<file path="src/rtl/fp_pkg.sv">
// fp_pkg: shared FSM type, default widths and format helpers for the floating-point add unit
package fp_pkg;
  typedef enum logic [2:0] {S_IDLE, S_ALIGN, S_ADD, S_NORM, S_ROUND, S_DONE} fp_add_state_t;
  localparam int FP_EXP_WIDTH = 5;
  localparam int FP_MAN_WIDTH = 10;
  function automatic int fp_bias(input int exp_width);
    return (1 << (exp_width - 1)) - 1;
  endfunction
  function automatic logic [63:0] fp_qnan(input int exp_width, input int man_width);
    return (((64'd1 << exp_width) - 64'd1) << man_width) | (64'd1 << (man_width - 1));
  endfunction
  function automatic logic [63:0] fp_inf(input int exp_width, input int man_width, input logic sign);
    return ({63'd0, sign} << (exp_width + man_width)) | (((64'd1 << exp_width) - 64'd1) << man_width);
  endfunction
endpackage

</file>
<file path="src/rtl/fp_lzc.sv">
// fp_lzc: combinational leading-zero counter; an all-zero input counts as WIDTH
module fp_lzc #(
  parameter int WIDTH = 14,
  localparam int CW = $clog2(WIDTH + 1)
) (
  input  logic [WIDTH-1:0] value,
  output logic [CW-1:0]    count
);
  always_comb begin
    count = CW'(WIDTH);
    for (int i = 0; i < WIDTH; i++) if (value[i]) count = CW'(WIDTH - 1 - i);
  end
endmodule

</file>
<file path="src/rtl/fp_add_unit.sv">
// fp_add_unit: multi-cycle IEEE-754 adder (FTZ/DAZ, round-to-nearest-even) behind an en/ready handshake
module fp_add_unit
  import fp_pkg::*;
#(
  parameter int EXP_WIDTH = FP_EXP_WIDTH,
  parameter int MAN_WIDTH = FP_MAN_WIDTH,
  localparam int DATA_WIDTH = 1 + EXP_WIDTH + MAN_WIDTH
) (
  input  logic                  clk,
  input  logic                  reset,
  input  logic                  en,
  input  logic [DATA_WIDTH-1:0] a,
  input  logic [DATA_WIDTH-1:0] b,
  output logic [DATA_WIDTH-1:0] result,
  output logic                  ready
);
  localparam int W = MAN_WIDTH + 4;
  localparam int CW = $clog2(W + 1);
  localparam int XW = EXP_WIDTH + CW + 1;
  localparam int EMAX = (1 << EXP_WIDTH) - 1;

  fp_add_state_t state, next;
  logic aph;
  logic [DATA_WIDTH-1:0] a_r, b_r, spc_v, res;
  logic sgn, zsgn, sub, spc, zero;
  logic [EXP_WIDTH-1:0] dsh;
  logic signed [XW-1:0] exp_r, re;
  logic [W-1:0] man_b, man_s, xa, xb, sh, aligned;
  logic [W:0] sum;
  logic sa, sb, swap, ia, ib, nan, up;
  logic [EXP_WIDTH-1:0] ea, eb;
  logic [MAN_WIDTH-1:0] ma, mb, frac;
  logic [MAN_WIDTH+1:0] rm;
  logic [CW-1:0] lz;

  assign {sa, ea, ma} = a_r;
  assign {sb, eb, mb} = b_r;
  // subnormals are flushed here: a zero exponent yields a zero extended mantissa
  assign xa = (ea == '0) ? '0 : {1'b1, ma, 3'b000};
  assign xb = (eb == '0) ? '0 : {1'b1, mb, 3'b000};
  assign swap = {eb, xb} > {ea, xa};
  assign ia = (&ea) && ma == '0;
  assign ib = (&eb) && mb == '0;
  assign nan = ((&ea) && ma != '0) || ((&eb) && mb != '0) || (ia && ib && (sa ^ sb));

  assign sh = man_s >> dsh;
  assign aligned = (int'(dsh) >= MAN_WIDTH + 3) ? W'(|man_s)
                 : {sh[W-1:1], sh[0] | (|(man_s & ~({W{1'b1}} << dsh)))};

  fp_lzc #(.WIDTH(W)) u_lzc (.value(sum[W-1:0]), .count(lz));

  assign up = man_b[2] & (man_b[1] | man_b[0] | man_b[3]);
  assign rm = {1'b0, man_b[W-1:3]} + (MAN_WIDTH + 2)'(up);
  assign re = exp_r + XW'(rm[MAN_WIDTH+1]);
  assign frac = rm[MAN_WIDTH+1] ? rm[MAN_WIDTH:1] : rm[MAN_WIDTH-1:0];
  assign res = spc ? spc_v
             : zero ? {zsgn, {(DATA_WIDTH-1){1'b0}}}
             : re >= XW'(EMAX) ? DATA_WIDTH'(fp_inf(EXP_WIDTH, MAN_WIDTH, sgn))
             : re < XW'(1) ? {sgn, {(DATA_WIDTH-1){1'b0}}}
             : {sgn, re[EXP_WIDTH-1:0], frac};

  // ALIGN spends two cycles: unpack/swap/specials, then the alignment shift
  assign next = !en ? S_IDLE
              : state == S_DONE ? S_DONE
              : (state == S_ALIGN && !aph) ? S_ALIGN
              : fp_add_state_t'(state + 3'd1);

  always_ff @(posedge clk)
    if (!reset) begin
      state <= S_IDLE;
      aph <= 1'b0;
      ready <= 1'b0;
      result <= '0;
    end else begin
      state <= next;
      aph <= state == S_ALIGN && !aph && en;
      ready <= next == S_DONE;
      if (state == S_ROUND && en) result <= res;
    end

  always_ff @(posedge clk) begin
    if (state == S_IDLE && en) begin
      a_r <= a;
      b_r <= b;
    end
    if (state == S_ALIGN && !aph) begin
      sgn <= swap ? sb : sa;
      zsgn <= sa & sb;
      sub <= sa ^ sb;
      spc <= nan | ia | ib;
      spc_v <= nan ? DATA_WIDTH'(fp_qnan(EXP_WIDTH, MAN_WIDTH)) : ia ? a_r : b_r;
      exp_r <= XW'(swap ? eb : ea);
      man_b <= swap ? xb : xa;
      man_s <= swap ? xa : xb;
      dsh <= swap ? eb - ea : ea - eb;
    end
    if (state == S_ALIGN && aph) man_s <= aligned;
    if (state == S_ADD) sum <= sub ? {1'b0, man_b} - {1'b0, man_s} : {1'b0, man_b} + {1'b0, man_s};
    if (state == S_NORM) begin
      zero <= sum == '0;
      exp_r <= sum[W] ? exp_r + XW'(1) : exp_r - XW'(lz);
      man_b <= sum[W] ? {sum[W:2], sum[1] | sum[0]} : sum[W-1:0] << lz;
    end
  end
endmodule

</file>
<file path="config.mk">
export PLATFORM = sky130hd
export DESIGN_NAME = fp_add_unit
export DESIGN_NICKNAME = d
export VERILOG_FILES = /design/src/rtl/fp_pkg.sv /design/src/rtl/fp_lzc.sv /design/src/rtl/fp_add_unit.sv
export SDC_FILE = /design/constraint.sdc
export NUM_CORES = 1
export LEC_CHECK = 0
export CAP_MARGIN = 20
export CORE_UTILIZATION = 55
export DETAILED_ROUTE_END_ITERATION = 16
export GPL_TIMING_DRIVEN = 0
export PLACE_DENSITY = 0.83
export SLEW_MARGIN = 25
export SYNTH_ARGS = -nofsm -noshare
export SYNTH_HDL_FRONTEND = slang
export SYNTH_SLANG_ARGS = --single-unit
</file>
<file path="constraint.sdc">
create_clock -name clk -period 4.7 [get_ports clk]
set_input_delay 0.47 -clock clk [delete_from_list [all_inputs] [get_ports clk]]
set_output_delay 0.47 -clock clk [all_outputs]
set_load 0.1 [all_outputs]
</file>
==> flow_summary.toml <==
[run_status]
status = "finished clean"

[synth]
synth_cell_type_count = 74
synth_edf_count = 111
synth_area_leader_cell = "edfxtp_1"
avgSynthCellArea_um2 = 9.43
synth_top_cells_by_area = "edfxtp_1 (37%), ha_1 (7.7%), mux2i_1 (5.4%), dfxtp_1 (4.6%), a21oi_1 (4.4%)"
synth.yosys.seq_area_share_pct = 41.1
yosys.area.top_type_share_pct = 36.5
synth_nets = 1063
ys_warn_count = 0
synth_seq_cells = 132
ys_async_sr_fraction_pct = 0
syn_area_um2 = 9130
syn_inst = 968
synth_flop_cell = "edfxtp_1"

[setup_path]
critical_path.max_fanout = 10
crit_start = "sum[0]"
crit_family = "compound AO/OA/AOI/OAI gates"
ff2ff_path_depth = 16
cp_slowest_cell = "edfxtp_1"
cp-end-kind = "register"
r2r-start = "sum[0]"
worst-path-stages = 16
path_buf_inv = 3
cp.arrival_ps = 4440
r2r_slack_ps = 440
critical_path.most_common_cell = "a21oi_1"
crit_chain = "nor2_1, o31ai_1, a21oi_1, inv_1, clkbuf_1, ha_1, nand2_1, inv_1, ha_1, a21o_1, a21oi_1, nand2b_1, a21oi_1, o41a_1, a31o_2, mux2i_1"
start_kind = "register"
crit_type = "reg2reg"
worst_r2r_endpoint = "exp_r[9]"
crit_path_max_incr_delay_ps = 530
worst_ep_required_time_ps = 4880

[placement]
portBuffers = 50
dpl.hpwl_um = 18200
dp_slack_ps = 513
placed_area_um2 = 9940
gp_congestion = 0.951
dp.cells = 1235

[worst_hold_path]
hold_path_end = "state[0]"
min_path_cells = 1
hold_class = "reg2reg"
worstHoldStart = "state[0]"

[global_route]
met2_usage_pct = 50.3
grt_pass1_wl_um = 38700
globalRouteMet1Util_pct = 38.7
overflow = 0
grt_pass1_vias = 7439
grt_util_all_layers_pct = 30.3
use_met3_pct = 6.11
antenna_found_initial = 0
top_usage_layer = "met2"
grt_max_degree = 28

[floorplanning]
num_rows = 46
start_util_pct = 56.9
die_w_um = 131
ios = 52
die-area_um2 = 17100
core_um2 = 16100
die_h_um = 131

[routing]
first_pass_iters = 5
postRouteAntennaNets = 0
wirelength_um = 24600
drtIter0Drc = 911
wire_per_inst_um = 19.4
vias = 7922
drc = 0
vias_per_cell = 6.25

[flow_run]
cap_violations = 0

[timing]
final-setup-viol-count = 0
period_share_pct = 90.6
finalWorstSetupSlack_ps = 443
worst_pin_slew_ps = 983
final_hold_viol_count = 0
finClkSkew_ps = 9.17
rsz0062_at_grt = "no"
relSlewSlack_pct = 34.3
whs_ps = 517
drv_slew = 0
fmax_mhz = 235
fin_crit_ps = 4260
finalSetupTns_ps = 0

[clock_network]
clk_path_buf_depth = 2
cts_max_level = 4
cts-root-buf = "clkbuf_16"
post_cts_buffers = 0
cts_buffers = 17
clk_latency_ps = 430
cts-resized-gates = 0
ctsHoldBuffers = 0
cts.reportedPaths.clkPinSlew_ps = 60
cts_sinks = 132
cts_tree = "built"

[power]
ir_drop_uv = 278
power_density_nw_per_um2 = 333
power.leakage_nw = 4.02
total_power_mw = 3.52

[cells_and_area]
stdcell_count = 1267
fin_nets = 1133
final_common_cell = "edfxtp_1"
drive_above_1_share_pct = 7.61
n_antenna_cell = 0
syn2layout_area_growth_pct = 15.8
final_cell_mix = "edfxtp_1 (111), a21oi_1 (80), nor2_1 (76), nand2_1 (70), o21ai_0 (68)"
final_design_area_no_fill_um2 = 10600
final_util_pct = 65.8
[where the power goes]
| part | internal (mW) | switching (mW) |
|---|---|---|
| clock | 0.894 | 0.537 |
| combinational | 0.274 | 0.391 |
| sequential | 1.36 | 0.0585 |
[cell families (layout without fill, tap and decap cells)]
group / Yosys count / in the layout / share of synthesized area [%]
multiplexers: 58 / 58 / 6.73
buffers and inverters: 108 / 191 / 4.77
flip-flops: 132 / 132 / 41.1
AND/OR/NAND/NOR: 299 / 299 / 16.1
XOR/XNOR: 41 / 41 / 3.93
AO/OA/AOI/OAI: 270 / 270 / 18.8
adder cells (fa/ha/maj): 60 / 60 / 8.55
[worst register-to-register path, cell delays in order, from the launching register on]
cell and delay (ps):
edfxtp_1 530, nor2_1 310, o31ai_1 110, a21oi_1 470, inv_1 170, clkbuf_1 300
ha_1 360, nand2_1 110, inv_1 50, ha_1 260, a21o_1 170, a21oi_1 190
nand2b_1 170, a21oi_1 90, o41a_1 350, a31o_2 260, mux2i_1 110
[synthesized netlist by cell type, drive strengths merged (3+ instances only)]
library cell / n
edfxtp: 111
a21oi: 86
nor2: 77
nand2: 71
o21ai: 70
ha: 56
inv: 53
mux2i: 49
clkbuf: 37
nand3: 32
xnor2: 30
nor3: 23
a31oi: 21
dfxtp: 21
and2: 20
nor2b: 17
buf: 16
nor4: 14
o22ai: 13
a22oi: 12
xor2: 11
a211oi: 9
nand2b: 9
and3: 8
o211ai: 8
mux2: 7
or3: 7
a21o: 6
nand4: 6
a221oi: 5
o31ai: 5
fa: 4
nor3b: 4
o21a: 4
a22o: 3
a31o: 3
and4: 3
nand3b: 3
o2111ai: 3
o31a: 3
o32ai: 3
or4: 3
[registers in the layout, summed over array words and instances, names as in the netlist, 3 cells and up]
register	cells
man_b	14
result	16
man_s	14
exp_r	10
spc_v	16
b_r	16
sum	15
state	3
dsh	5
a_r	16
[routing by layer]
layer  routed length (um)  up-vias
met4                  704        0
met5                    0        -
met3                 2000       58
met2                11800      392
met1                10100     3730
li1                     -     3742
[how the worst max path moves through the flow]
stage                           to  slack (ps)
after floorplan           exp_r[9]         990
after global placement    exp_r[9]         540
after detailed placement  exp_r[9]         510
after CTS                 exp_r[9]         510
after global routing      exp_r[9]         230
final                     exp_r[9]         440
[cell type report]
class | count | area [um^2]
Tap cell | 216 | 270
Timing Repair Buffer | 51 | 528
Clock inverter | 14 | 199
Multi-Input combinational cell | 728 | 4950
Sequential cell | 132 | 3750
Fill cell | 1270 | 5490
Clock buffer | 18 | 429
Buffer | 54 | 233
Inverter | 54 | 203
Note: power is estimated with default switching activity, not from simulation.
==> RTL change (config.mk and constraints unchanged) <==
Reset style: asynchronous (`reset`), changed in one clocked block.
--- a/src/rtl/fp_add_unit.sv
+++ b/src/rtl/fp_add_unit.sv
@@ -65,7 +65,7 @@
               : (state == S_ALIGN && !aph) ? S_ALIGN
               : fp_add_state_t'(state + 3'd1);
 
-  always_ff @(posedge clk)
+  always_ff @(posedge clk or negedge reset)
     if (!reset) begin
       state <= S_IDLE;
       aph <= 1'b0;
Function: changed (Yosys sat finds a counterexample within 10 cycles, from zero or initial values and one cycle with reset low; the reset may be asserted at any time).
==> RTL change against the unedited design <==
- maximum frequency decreased by 2.1%
- wire length shrank 4.4%
- clock skew rose by 0.0011 ns
- utilization fell by 0.64 points
- cell area fell by 1.3%
- first-iteration DRC count shrank 15%
- sequential cell count did not move
- synthesized area decreased by 0.32%
- worst setup slack lost 0.090 ns
- die area decreased by 0.31%
- critical endpoint unchanged
- highest routed layer unchanged
Power is not compared: it rests on default switching activity, and its combinational part moved more than twofold at a synthesized area within 25%.
==> RTL change: results (changes against the unedited design) <==
Port Buffer Count=51 (+2.0%); final WL=23.5 mm (-4.4%); ant diodes=0 (unchanged); Worst Skew=0.0103 ns (+0.00112 ns); GPL Wtd Cong=0.965 (+1.4%); reg2reg start=sum[6]$_DFFE_PN_; Synth cell types=74 (unchanged); HP Class=primary input to asynchronous set/reset pin; reg2reg end=exp_r[9]$_SDFFCE_PN0P_; FFs w/ async S/R, synth=15.9% (+16 points); Synthesized Nets=1,054 (-0.85%); layout cell share with drive strength beyond 1=7.01% (-0.60 points); Post-DP Area=0.00988 mm^2 (-0.58%); number of global-route vias before repair=7,295 (-1.9%); R2R Setup Slk=0.35 ns (-0.09 ns); critical path peak fanout=10 (unchanged); via count=7,689 (-2.9%); cells after synthesis=959 (-0.93%); initial antenna violation count=0 (unchanged); CP arrival=4.54 ns (+0.10 ns); Slew HR=32.6% (-1.7 points); most common library cells after synthesis=111 x edfxtp_1, 101 x nand2_1, 85 x nor2_1; status=complete, no violations; H-tree levels=4 (unchanged); sequential cell area fraction in the yosys report=42.4% (+1.3 points); Post-CTS Resized=0 (unchanged); first-pass GRT wire length=36.9 mm (-4.7%); Cells after DPL=1,226 (-0.73%); Avg WL per Cell=18.7 um (-3.6%); maxcap violations=0 (unchanged); drt pass-1 iters=5 (unchanged); Clock Latency Late Sink=0.43 ns (about the same); CTS root buffer=clkbuf_16; Total GRT Usage=28.9% (-1.3 points); top area cells in the synthesized netlist=edfxtp_1 37%, ha_1 7.7%, dfrtp_1 5.8%; largest net degree at the start of global routing=33 (+18%); CP Class=flip-flop to flip-flop; number of enable flip-flop cells after synthesis=111 (unchanged); HPWL Detailed=17.6 mm (-3.0%); Reg clk slew, reported paths=0.06 ns (about the same); cell count of the worst reg-to-reg path=15 (-1); First DRT Iteration DRCs=776 (-15%)
## RTL change: changes by cell type after synthesis, moves of 5 or more
cell,change
nand2_1,+31
o21ai_0,-23
dfrtp_1,+21
dfxtp_1,-21
a21oi_1,-17
mux2i_1,-11
nor2_1,+8
o21a_1,+8
a21o_1,+7
nor3_1,+7
and3_1,+6
nor4_1,-6
o21ai_1,+6
a21oi_2,-5
## RTL change: layout make-up
cell class / instances / area, um^2
Timing Repair Buffer: 51 / 505
Inverter: 54 / 203
Sequential cell: 132 / 3860
Clock inverter: 15 / 124
Multi-Input combinational cell: 724 / 4840
Tap cell: 216 / 270
Fill cell: 1308 / 5570
Buffer: 48 / 205
Clock buffer: 17 / 425
## RTL change: worst min-delay path by stage
stage	cells after the start	to	slack (ns)	from
floorplan	0	aph$_DFF_PN0_	0.17	reset
CTS	1	result[12]$_DFFE_PN0P_	0.02	reset
global placement	2	result[13]$_DFFE_PN0P_	0.47	result[13]$_DFFE_PN0P_
finish	1	result[13]$_DFFE_PN0P_	0.01	reset
detailed placement	1	result[14]$_DFFE_PN0P_	0.47	reset
global route	1	result[12]$_DFFE_PN0P_	0.05	reset
## RTL change: worst max-delay path: stages, from the launching register on
cell	delay, ns
edfxtp_1	0.53
or2_2	0.39
o311ai_4	0.47
buf_4	0.28
ha_1	0.24
nand2_1	0.12
inv_1	0.06
ha_1	0.27
a21o_1	0.18
a21oi_1	0.25
o21ai_0	0.17
a2111oi_0	0.47
nor3_1	0.16
a31oi_1	0.28
xnor2_1	0.10
and2_1	0.15
## RTL change: power breakdown
group	total, uW	leakage [uW]	switching (uW)	internal (uW)
clock	1240	0.000256	551	686
combinational	1860	0.00258	1200	656
sequential	1700	0.00132	177	1520
total	4800	0.00415	1930	2870
## RTL change: per-layer routing
| layer | track usage (%) | up-vias | wire length, um |
|---|---|---|---|
| li1 | - | 3636 | - |
| met1 | 36.7 | 3632 | 9560 |
| met2 | 48.6 | 363 | 11300 |
| met3 | 5.54 | 58 | 1880 |
| met4 | 12.1 | 0 | 723 |
| met5 | 0 | - | 0 |
## RTL change: through the flow
stage	setup slack (ns)	hold slack, ns	utilization (%)	total power (uW)
after CTS	0.314	0.0178	65.2	4780
after detailed placement	0.356	0.475	61.8	3540
after global placement	0.437	0.471	61.8	3510
final	0.353	0.0113	65.2	4800
after floorplan	0.985	0.174	-	3060
after global routing	0.0836	0.0460	65.2	5010
## RTL change: kinds of logic after synthesis
family                     synth area share, %
AOI/OAI and AO/OA                         17.1
xor gates and xnor gates                  4.43
adders and majority gates                 8.69
buffers and inverters                     4.52
DFF                                       42.4
muxes                                     5.29
and+or+nand+nor                           17.6
